$ cat config.mk
export PLATFORM = sky130hd
export DESIGN_NAME = writeback_arbiter
export DESIGN_NICKNAME = d
export VERILOG_FILES = /design/src/rtl/writeback_arbiter.sv
export SDC_FILE = /design/constraint.sdc
export NUM_CORES = 1
export LEC_CHECK = 0
export CAP_MARGIN = 10
export CORE_MARGIN = 3
export CORE_UTILIZATION = 55
export CTS_CLUSTER_DIAMETER = 80
export DETAILED_ROUTE_END_ITERATION = 8
export PLACE_DENSITY = 0.94
export SYNTH_ARGS = -nofsm -noshare
export SYNTH_HDL_FRONTEND = slang
export SYNTH_SLANG_ARGS = --single-unit
$ cat constraint.sdc
create_clock -name clock -period 8.5 [get_ports clock]
set_input_delay 1.7 -clock clock [delete_from_list [all_inputs] [get_ports clock]]
set_output_delay 1.7 -clock clock [all_outputs]
set_load 0.05 [all_outputs]
$ cat src/rtl/writeback_arbiter.sv
// Round-robin arbiter sharing the register file write ports among result producers.
// Grants to distinct registers only; granted results are registered onto the write ports.
module writeback_arbiter #(
  parameter int SIZE            = 32,
  parameter int REGISTER_COUNT  = 31,
  parameter int REQUESTER_COUNT = 4,
  parameter int WRITE_COUNT     = 2
) (
  input  logic clock,
  input  logic reset,
  input  logic hold,
  input  logic [REQUESTER_COUNT-1:0] request_valid,
  input  logic [$clog2(REGISTER_COUNT)*REQUESTER_COUNT-1:0] request_index,
  input  logic [SIZE*REQUESTER_COUNT-1:0] request_data,
  output logic [REQUESTER_COUNT-1:0] request_ready,
  output logic [WRITE_COUNT-1:0] write_enable,
  output logic [$clog2(REGISTER_COUNT)*WRITE_COUNT-1:0] write_index,
  output logic [SIZE*WRITE_COUNT-1:0] write_data,
  output logic [$clog2(WRITE_COUNT+1)-1:0] grant_count
);

  localparam int REGISTER_INDEX_SIZE = $clog2(REGISTER_COUNT);
  localparam int IW = REGISTER_INDEX_SIZE;
  localparam int PW = (REQUESTER_COUNT > 1) ? $clog2(REQUESTER_COUNT) : 1;
  localparam int CW = $clog2(WRITE_COUNT + 1);

  logic [PW-1:0] pointer;
  logic [PW-1:0] pointer_next;
  logic [WRITE_COUNT-1:0] port_enable;
  logic [IW-1:0] port_index [WRITE_COUNT];
  logic [SIZE-1:0] port_data [WRITE_COUNT];
  logic [CW-1:0] count;

  always_comb begin
    logic [PW-1:0] r;
    logic [IW-1:0] idx;
    logic clash;
    request_ready = '0;
    port_enable = '0;
    for (int k = 0; k < WRITE_COUNT; k++) begin
      port_index[k] = '0;
      port_data[k] = '0;
    end
    count = '0;
    pointer_next = pointer;
    r = '0;
    idx = '0;
    clash = 1'b0;
    if (!reset && !hold) begin
      for (int j = 0; j < REQUESTER_COUNT; j++) begin
        r = PW'((int'(pointer) + j) % REQUESTER_COUNT);
        idx = request_index[int'(r)*IW +: IW];
        clash = 1'b0;
        // only ports already filled this cycle can collide
        for (int k = 0; k < WRITE_COUNT; k++)
          if (port_enable[k] && port_index[k] == idx)
            clash = 1'b1;
        if (request_valid[r] && count < CW'(WRITE_COUNT) && !clash) begin
          request_ready[r] = 1'b1;
          for (int k = 0; k < WRITE_COUNT; k++)
            if (count == CW'(k)) begin
              port_enable[k] = 1'b1;
              port_index[k] = idx;
              port_data[k] = request_data[int'(r)*SIZE +: SIZE];
            end
          count = count + CW'(1);
          pointer_next = PW'((int'(r) + 1) % REQUESTER_COUNT);
        end
      end
    end
  end

  always_ff @(posedge clock) begin
    if (reset) begin
      pointer <= '0;
      write_enable <= '0;
      write_index <= '0;
      write_data <= '0;
      grant_count <= '0;
    end else begin
      pointer <= pointer_next;
      write_enable <= port_enable;
      grant_count <= count;
      for (int k = 0; k < WRITE_COUNT; k++)
        if (port_enable[k]) begin
          write_index[k*IW +: IW] <= port_index[k];
          write_data[k*SIZE +: SIZE] <= port_data[k];
        end
    end
  end

`ifndef SYNTHESIS
  logic [REQUESTER_COUNT-1:0] stall_q;
  logic [IW*REQUESTER_COUNT-1:0] index_q;
  logic [SIZE*REQUESTER_COUNT-1:0] data_q;

  always_ff @(posedge clock) begin
    stall_q <= reset ? '0 : (request_valid & ~request_ready);
    index_q <= request_index;
    data_q <= request_data;
    for (int i = 0; i < REQUESTER_COUNT; i++)
      if (!reset && stall_q[i])
        assert (request_valid[i]
                && request_index[i*IW +: IW] == index_q[i*IW +: IW]
                && request_data[i*SIZE +: SIZE] == data_q[i*SIZE +: SIZE])
        else $error("requester %0d changed while stalled", i);
    for (int a = 0; a < WRITE_COUNT; a++)
      for (int b = a + 1; b < WRITE_COUNT; b++)
        if (write_enable[a] && write_enable[b])
          assert (write_index[a*IW +: IW] != write_index[b*IW +: IW])
          else $error("write ports %0d and %0d hit the same register", a, b);
  end
`endif

endmodule
-- Word level (Yosys, flattened, before mapping)
Index checks and enable logic that the tools add are counted.
- bits in registers: 80
- bits of input ports: 155
- output and inout port bits: 82
- logic and storage cells: 160
- add/subtract/negate cells: 9
- $mul: 4
- $lt $le $gt $ge: 11
- equality and inequality tests: 8
- shift-type cells: 8
- muxes and demuxes: 82
- bitwise operators: 4
- reductions and logical operators: 27
- operator list (cell ; count):
    variable part select 128 x 8 -> 32 bit ; 4
    2-to-1 mux 64 bit ; 4
    2-to-1 mux 32 bit ; 7
    variable part select 20 x 6 -> 5 bit ; 4
    2-to-1 mux 10 bit ; 6
    2-to-1 mux 5 bit ; 8
    2-to-1 mux 2 bit ; 16
    2-to-1 mux 4 bit ; 8
    equality test 5 bit ; 5
    2-to-1 mux 1 bit ; 25
    multiplier 2 x 3 -> 5 bit, second input constant ; 4
    logical AND 1 bit ; 16
    adder 2 x 1 -> 2 bit, second input constant ; 7
    < comparator 2 x 3 -> 1 bit, second input constant ; 4
    OR 4 bit ; 3
    binary-select mux 1 bit (select 2 bit) ; 4
    demux 1 bit (select 2 bit) ; 4
    >= comparator 2 x 1 -> 1 bit, second input constant ; 4
    equality test 2 x 1 -> 1 bit, second input constant ; 3
    zero test 2 bit ; 3
    < comparator 2 bit, second input constant ; 3
    zero test 1 bit ; 5
    adder 2 bit, second input constant ; 2
    nonzero test 4 bit ; 1
    3 further kinds ; 3

-- Depth between registers and ports, before layout
Gate-level depths: netlist of run 1.
- word-level depth: 30
- mapped depth: 23
- mapped depth without buffers: 16

-- Worst setup path after synthesis of run 1
OpenSTA, ideal clock, no wires.
- path type: input to output
- from: input port request_index[10]
- to: output port request_ready[0]
- arrival: 5.588 ns
- data required time: 6.800 ns
- slack: 1.212 ns
- cell stages on the path: 13
- buffers on the path: 1
- cell sequence: mux4_2 xor2_1 nor4_1 a31oi_1 ha_1 or4b_1 o221ai_2 xor2_1 nor4_4 nor3b_1 buf_2 nand2_1 a21oi_1
- longest elaborated chain between the ends: 29
- elaborated cells between the ends (all ways): 63
- those cells by class: add/sub (1); order compare (2); eq/ne (6); shift (4); mux (34); bitwise (2); reduce/logical (14)
- RTL lines (what ; RTL line ; text):
    start, declared ; 13 ; input logic [$clog2(REGISTER_COUNT)*REQUESTER_COUNT-1:0] request_index,
    variable part select 20 x 6 -> 5 bit ; 52 ; idx = request_index[int'(r)*IW +: IW];
    2-to-1 mux 5 bit ; 58 ; if (request_valid[r] && count < CW'(WRITE_COUNT) && !clash) begin
    2-to-1 mux 5 bit ; 49 ; if (!reset && !hold) begin
    equality test 5 bit ; 56 ; if (port_enable[k] && port_index[k] == idx)
    logical AND 1 bit ; 56 ;
    2-to-1 mux 1 bit ; 56 ;
    2-to-1 mux 1 bit ; 49 ;
    zero test 1 bit ; 58 ;
    (+12 left out) ; - ;
    equality test 5 bit ; 56 ;
    logical AND 1 bit ; 56 ;
    2-to-1 mux 1 bit (2 in series) ; 56 ;
    2-to-1 mux 1 bit ; 49 ;
    zero test 1 bit ; 58 ;
    logical AND 1 bit ; 58 ;
    2-to-1 mux 4 bit (*) ; 58 ;
    2-to-1 mux 4 bit (*) ; 49 ;
    end, declared ; 15 ; output logic [REQUESTER_COUNT-1:0] request_ready,
Mark *: on every way between the ends. The rest lies on a longest branch, timed or not. The select of a mux whose other input is x is not followed.

-- Worst setup path in the final report of run 1
- from: input port request_index[0]
- to: output port request_ready[1]
The elaborated chain is that of the path after synthesis.

==> impl_metrics.env, run 1 <==
export IMPL_yosysTopAreaCell="mux4_2"
export IMPL_fin_setup_tns_ns=0
export IMPL_htreeDepth=3
export IMPL_yosys_top_cells_count="mux4_2 (153), nand3_1 (105), nand2_1 (87)"
export IMPL_antenna_left=0
export IMPL_grt_util_met2=0.544
export IMPL_switching_share=0.527
export IMPL_synth_top_area_share=0.382
export IMPL_clockRootBuffer="clkbuf_16"
export IMPL_p_int_w=0.00227
export IMPL_vias_per_cell=7.34
export IMPL_clkPwrFrac=0.082
export IMPL_avgSynthCellArea_um2=10.4
export IMPL_drt_wl_total_um=31200
export IMPL_syn_instance_count=870
export IMPL_slew_viol_final=0
export IMPL_reg2reg_from="pointer[1]"
export IMPL_clockBufferDepth=2
export IMPL_clock_sinks=80
export IMPL_pwr_share_comb=0.785
export IMPL_grt_overflow=0
export IMPL_worst_pin_slew_ns=1.19
export IMPL_ys_seq_area_frac=0.178
export IMPL_ys_seq_elements=80
export IMPL_drcViolationCount=0
export IMPL_startpoint_type="primary input"
export IMPL_synth_edf_count=0
export IMPL_finalCritPeriodShare=0.926
export IMPL_r2r_setup_slack_ns=1.67
export IMPL_min_path_type="flip-flop to flip-flop"
export IMPL_synth_cell_area_mm2=0.00901
export IMPL_grt_use_total=0.342
export IMPL_num_rows=46
export IMPL_grt_busiest_layer="met2"
export IMPL_synthFlopType="dfxtp_1"
export IMPL_core_area_mm2=0.0159
export IMPL_worst_ep_required_time_ns=6.80
export IMPL_avgRoutedWirePerCell_um=24.7
export IMPL_period_minus_slack_ns=7.87
export IMPL_critical_path_max_fanout=11
export IMPL_whs_ns=0.460
export IMPL_antenna_found_initial=1
export IMPL_start_util=0.565
export IMPL_worstSetupEndpointType="output port"
export IMPL_cts_resized=0
export IMPL_final_cell_count_no_fill=1260
export IMPL_die_area_mm2=0.0180
export IMPL_rsz0062_at_grt="no"
export IMPL_maxSlewHeadroom=0.208
export IMPL_yosysWarnings=0
export IMPL_async_reset_ff_frac=0
export IMPL_die_height_um=134
export IMPL_clk_pin_slew_worst_paths_ns=0.06
export IMPL_crit_type="primary input to output port"
export IMPL_hpwl_um=20900
export IMPL_vias=9245
export IMPL_p_sw_w=0.00253
export IMPL_grt_pass1_vias=9341
export IMPL_cellLeakagePower_nw=3.79
export IMPL_hp_start="write_data[4]"
export IMPL_hold_viol=0
export IMPL_cp_arrival_ns=6.17
export IMPL_final_nets=1202
export IMPL_irDropWorstVdd_mv=0.304
export IMPL_met1_usage=0.420
export IMPL_synth_fp_nets=1032
export IMPL_status="finished clean"
export IMPL_max_freq_mhz=127
export IMPL_place_congestion=0.985
export IMPL_maxCapViolCount=0
export IMPL_cts_tree="yes"
export IMPL_r2r_end="write_data[31]"
export IMPL_insertion_delay_ns=0.35
export IMPL_reg2reg_depth=15
export IMPL_pin_count=237
export IMPL_hold_buffers=0
export IMPL_grt_first_pass_wirelength_um=48800
export IMPL_final_util=0.735
export IMPL_use_met3=0.0855
export IMPL_setup_violations=0
export IMPL_portBuffers=236
export IMPL_powerDensity_mw_per_mm2=410
export IMPL_pwr_share_seq=0.133
export IMPL_grt_max_degree=157
export IMPL_yosysMostFrequentCell="mux4_2"
export IMPL_synth_cell_types=63
export IMPL_synth_top_cells_by_area="mux4_2 (38%), dfxtp_1 (18%), nand3_1 (5.8%)"
export IMPL_area_growth_pct=30.0
export IMPL_drt_initial_drc_count=1112
export IMPL_die_w_um=134
export IMPL_post_cts_buffers=0
export IMPL_drive_above_1_share=0.233
export IMPL_cp_endpoint="request_ready[1]"
export IMPL_startpoint="request_index[0]"
export IMPL_skew_ns=0.00740
export IMPL_cts_buffers_inserted=9
export IMPL_placed_cells=1245
export IMPL_drt_pass1_iterations=8
## critical path: stages
cell and delay [ns]:
clkdlybuf4s50_1 0.47, mux4_2 0.57, xor2_1 0.19, nor4_1 0.32
a31oi_1 0.32, ha_1 0.43, or4b_1 0.62, o221ai_2 0.22
xor2_1 0.26, nor4_4 0.10, nor3b_1 0.22, buf_4 0.22
nand2_1 0.07, a21oi_1 0.28, buf_12 0.18
## stage by stage
step	power [W]	setup slack, ns	instance area [um^2]
floorplan	0.00338	1.21	9010
global placement	0.00424	0.847	11400
detailed placement	0.00434	0.697	11400
CTS	0.00474	0.682	11700
global route	0.00505	0.284	11700
finish	0.00481	0.631	11700
## power by group through the flow
| stage | clock [W] | combinational (W) | sequential, W |
|---|---|---|---|
| 3_5_place_dp | 0 | 0.00370 | 0.000640 |
| 3_3_place_gp | 0 | 0.00360 | 0.000638 |
| 6_report | 0.000394 | 0.00377 | 0.000640 |
| 4_1_cts | 0.000393 | 0.00371 | 0.000636 |
| 5_1_grt | 0.000409 | 0.00398 | 0.000655 |
| 2_1_floorplan | 0 | 0.00227 | 0.00111 |
## how the worst min path moves through the flow
stage	cells past startpoint	slack [ns]	to
after floorplan	2	0.67	write_index[2]
after global placement	2	0.45	write_data[28]
after detailed placement	2	0.45	write_data[4]
after CTS	2	0.46	write_data[4]
after global routing	2	0.47	write_data[17]
final	2	0.46	write_data[4]
## flip-flops by register name (all words and copies together), names as in the netlist
signal        cells
grant_count       2
write_enable      2
write_index      10
write_data       64
pointer           2
## layout make-up
type / count / area [um^2]
multi-input cells: 651 / 6830
clock buffers: 12 / 278
well taps: 216 / 270
repair buffers: 253 / 2540
inverters: 45 / 169
diodes: 1 / 2.50
clock inverters: 2 / 12.5
fillers: 1038 / 4230
flip-flops and latches: 80 / 1610
## cells by family (layout without fill, tap and decap cells)
| kind of cell | after synthesis | count (layout) | synth area share |
|---|---|---|---|
| AOI/OAI and AO/OA | 201 | 201 | 0.195 |
| DFF | 80 | 80 | 0.178 |
| other | 0 | 1 | 0 |
| muxes | 156 | 156 | 0.386 |
| xor gates and xnor gates | 12 | 12 | 0.0117 |
| adders and majority gates | 7 | 7 | 0.00972 |
| and+or+nand+nor | 275 | 275 | 0.147 |
| buffers and inverters | 139 | 312 | 0.0724 |
## per-layer routing
| layer | vias to the layer above | share of wire | wire [um] |
|---|---|---|---|
| met2 | 825 | 0.48 | 14900 |
| met3 | 153 | 0.13 | 4130 |
| li1 | 3885 | - | - |
| met5 | - | 0 | 0 |
| met4 | 0 | 0.058 | 1810 |
| met1 | 4382 | 0.33 | 10300 |
## cells in the final DEF, fill, tap and decap left out, drive strengths merged, types with 3 or more instances in the layout
master	synthesis	layout
nor2	43	43
a21oi	48	48
a221o	37	37
a31oi	3	3
inv	45	45
o211ai	36	36
nand2b	3	3
nor4	5	5
buf	53	21
nand2	87	87
clkdlybuf4s50	0	232
ha	7	7
clkbuf	41	12
a211oi	5	5
nor2b	10	10
o31ai	3	3
nand3	105	105
a221oi	36	36
dfxtp	80	80
mux4	153	153
a21o	3	3
a222oi	4	4
xor2	10	10
a21boi	4	4
and2	4	4
o21ai	8	8
Power figures use the tool's default switching activity.
==> run 2, diff against run 1 <==
ABC_AREA = 1   (was default)
CORE_UTILIZATION = 57   (was 55)
==> run 2 against run 1 <==
Net effect:
- clock skew rose by 0.0036 ns
- maximum frequency is 1.3% lower
- cell area rose by 11%
- global-route usage rose by 1.5 points
- total power increased by 30%
- non-clock buffer count up 4
- largest power group unchanged
==> impl_metrics.env, run 2 <==
export IMPL_htreeDepth=3
export IMPL_antenna_left=0
export IMPL_fin_area_mm2=0.0131
export IMPL_maxCapViolCount=0
export IMPL_setup_violations=0
export IMPL_yosys_top_cells_count="nand2_1 (840), o21ai_0 (311), inv_1 (257)"
export IMPL_hpwl_um=25700
export IMPL_rsz0062_at_grt="no"
export IMPL_crit_type="flip-flop to output port"
export IMPL_yosysWarnings=0
export IMPL_drt_initial_drc_count=1563
export IMPL_status="finished clean"
export IMPL_cts_buffers_inserted=9
export IMPL_r2r_setup_slack_ns=0.70
export IMPL_largest_reg_flops=64
export IMPL_synth_top_cells_by_area="nand2_1 (30%), dfxtp_1 (15%), o21ai_0 (15%)"
export IMPL_startpoint_type="flip-flop"
export IMPL_insertion_delay_ns=0.35
export IMPL_cellLeakagePower_nw=6.58
export IMPL_p_int_w=0.00232
export IMPL_grt_overflow=0
export IMPL_vias_per_cell=5.67
export IMPL_synth_top_area_share=0.298
export IMPL_synth_fp_nets=2285
export IMPL_placed_cell_area_mm2=0.0127
export IMPL_cpLargestDelayFamily="simple AND/OR/NAND/NOR gates"
export IMPL_yosysMostFrequentCell="nand2_1"
export IMPL_worst_pin_slew_ns=1.09
export IMPL_drt_wl_total_um=38000
export IMPL_cp_slowest_cell="ha_2"
export IMPL_clockBufferDepth=2
export IMPL_min_path_type="flip-flop to flip-flop"
export IMPL_synth_cell_area_mm2=0.0106
export IMPL_final_common_cell="nand2_1"
export IMPL_portBuffers=236
export IMPL_grt_use_total=0.357
export IMPL_antennaDiodeCount=0
export IMPL_drive_above_1_share=0.0352
export IMPL_worst_ep_required_time_ns=6.80
export IMPL_syn_instance_count=2123
export IMPL_fin_setup_tns_ns=0
export IMPL_synth_edf_count=0
export IMPL_antenna_found_initial=0
export IMPL_clk_pin_slew_worst_paths_ns=0.07
export IMPL_period_minus_slack_ns=7.97
export IMPL_hold_buffers=0
export IMPL_place_congestion=0.949
export IMPL_hold_viol=0
export IMPL_die_w_um=142
export IMPL_slew_viol_final=0
export IMPL_layout_common_cells="nand2_1 (839), o21ai_0 (311), inv_1 (257)"
export IMPL_cp_common_cell="nand2_1"
export IMPL_r2r_end="write_data[53]"
export IMPL_dp_slack_ns=0.948
export IMPL_die_height_um=142
export IMPL_avgRoutedWirePerCell_um=15.4
export IMPL_switching_share=0.628
export IMPL_ys_seq_elements=80
export IMPL_final_util=0.722
export IMPL_clockRootBuffer="clkbuf_16"
export IMPL_worstSetupEndpointType="output port"
export IMPL_ys_seq_area_frac=0.151
export IMPL_drcViolationCount=0
export IMPL_die_area_mm2=0.0203
export IMPL_path_depth=27
export IMPL_start_util=0.586
export IMPL_max_freq_mhz=125
export IMPL_reg_top3="write_data: 64 flops, write_index: 10 flops"
export IMPL_pwr_share_comb=0.828
export IMPL_clkPwrFrac=0.071
export IMPL_drt_pass1_iterations=6
export IMPL_avgSynthCellArea_um2=4.99
export IMPL_fin_ws_ns=0.529
export IMPL_reg2reg_from="pointer[1]"
export IMPL_crit_buf_inv=7
export IMPL_num_rows=49
export IMPL_p_sw_w=0.00393
export IMPL_pin_count=237
export IMPL_vias=14000
export IMPL_synth_cell_types=29
export IMPL_async_reset_ff_frac=0
export IMPL_whs_ns=0.509
export IMPL_cts_resized=0
export IMPL_maxSlewHeadroom=0.270
export IMPL_core_area_mm2=0.0181
export IMPL_pwr_share_seq=0.101
export IMPL_critical_path_max_fanout=41
export IMPL_yosysTopAreaCell="nand2_1"
export IMPL_cp_endpoint="request_ready[1]"
export IMPL_grt_first_pass_wirelength_um=60200
export IMPL_area_growth_pct=23.3
export IMPL_grt_max_degree=102
export IMPL_synthFlopType="dfxtp_1"
export IMPL_clock_sinks=80
export IMPL_top_register="write_data"
export IMPL_finalCritPeriodShare=0.938
export IMPL_powerDensity_mw_per_mm2=479
export IMPL_final_nets=2401
export IMPL_post_cts_buffers=0
export IMPL_reg2reg_depth=28
export IMPL_critPathMaxStageDelay_ns=0.83
export IMPL_skew_ns=0.0110
export IMPL_cts_tree="yes"
export IMPL_grt_pass1_vias=12500
export IMPL_startpoint="pointer[1]"
export IMPL_cp_arrival_ns=6.27
export IMPL_irDropWorstVdd_mv=0.282
## run 2: cell types whose count changed in the layout (fill, tap and decap cells not counted), moves of 14 or more
cell and change:
nand4_1 +70, and3_1 +32, nand2_1 +752, o21ai_0 +305, a221o_1 -37, a221oi_2 -30, nor2_1 +119, nand3_1 +14
mux4_2 -153, inv_1 +213, a21oi_1 -41
## run 2: power groups by stage
stage               Combinational, W  Clock [W]  Sequential [W]
global placement             0.00489          0        0.000633
CTS                          0.00501   0.000438        0.000629
global route                 0.00568   0.000455        0.000645
detailed placement           0.00499          0        0.000634
finish                       0.00517   0.000441        0.000633
floorplan                    0.00329          0         0.00108
## run 2: worst min-delay path, cell delays in order, from the launching register on
cell and delay [ns]:
dfxtp_1 0.31, inv_1 0.04, nand2_1 0.04, nand2_1 0.05
nor2_1 0.03
## run 2: layout make-up
class | instances | area (um^2)
clock inverters | 5 | 81.3
flip-flops and latches | 80 | 1610
clock buffers | 11 | 243
multi-input cells | 1620 | 7270
well taps | 229 | 287
repair buffers | 257 | 2550
fillers | 1620 | 5030
inverters | 271 | 1020
## run 2: per-stage QoR
step | instances | power (W)
floorplan | 2123 | 0.00437
global placement | 2456 | 0.00553
detailed placement | 2456 | 0.00562
CTS | 2472 | 0.00608
global route | 2473 | 0.00678
finish | 2473 | 0.00625
## run 2: worst min path at each step
stage                   startpoint             end  slack (ns)  cells after the start
floorplan               pointer[1]      pointer[1]        0.70                      3
global placement    write_data[30]  write_data[30]        0.50                      4
detailed placement  write_data[30]  write_data[30]        0.50                      4
CTS                 write_data[30]  write_data[30]        0.51                      4
global route        write_data[19]  write_data[19]        0.55                      4
finish              write_data[25]  write_data[25]        0.51                      4
## run 2: logic make-up (layout without fill, tap and decap cells)
kind of cell	after synthesis	in the layout	synth area share
AND/OR/NAND/NOR	1248	1248	0.494
buffers and inverters	423	544	0.165
AO/OA/AOI/OAI	365	365	0.182
flip-flops	80	80	0.151
adder cells (fa/ha/maj)	7	7	0.00827
## run 2: routing by layer
metal,GRT usage,part of all wire,vias to the layer above
met3,0.0534,0.12,135
met1,0.486,0.41,6023
met4,0.132,0.036,0
met2,0.575,0.44,930
li1,-,-,6938
met5,0,0,-
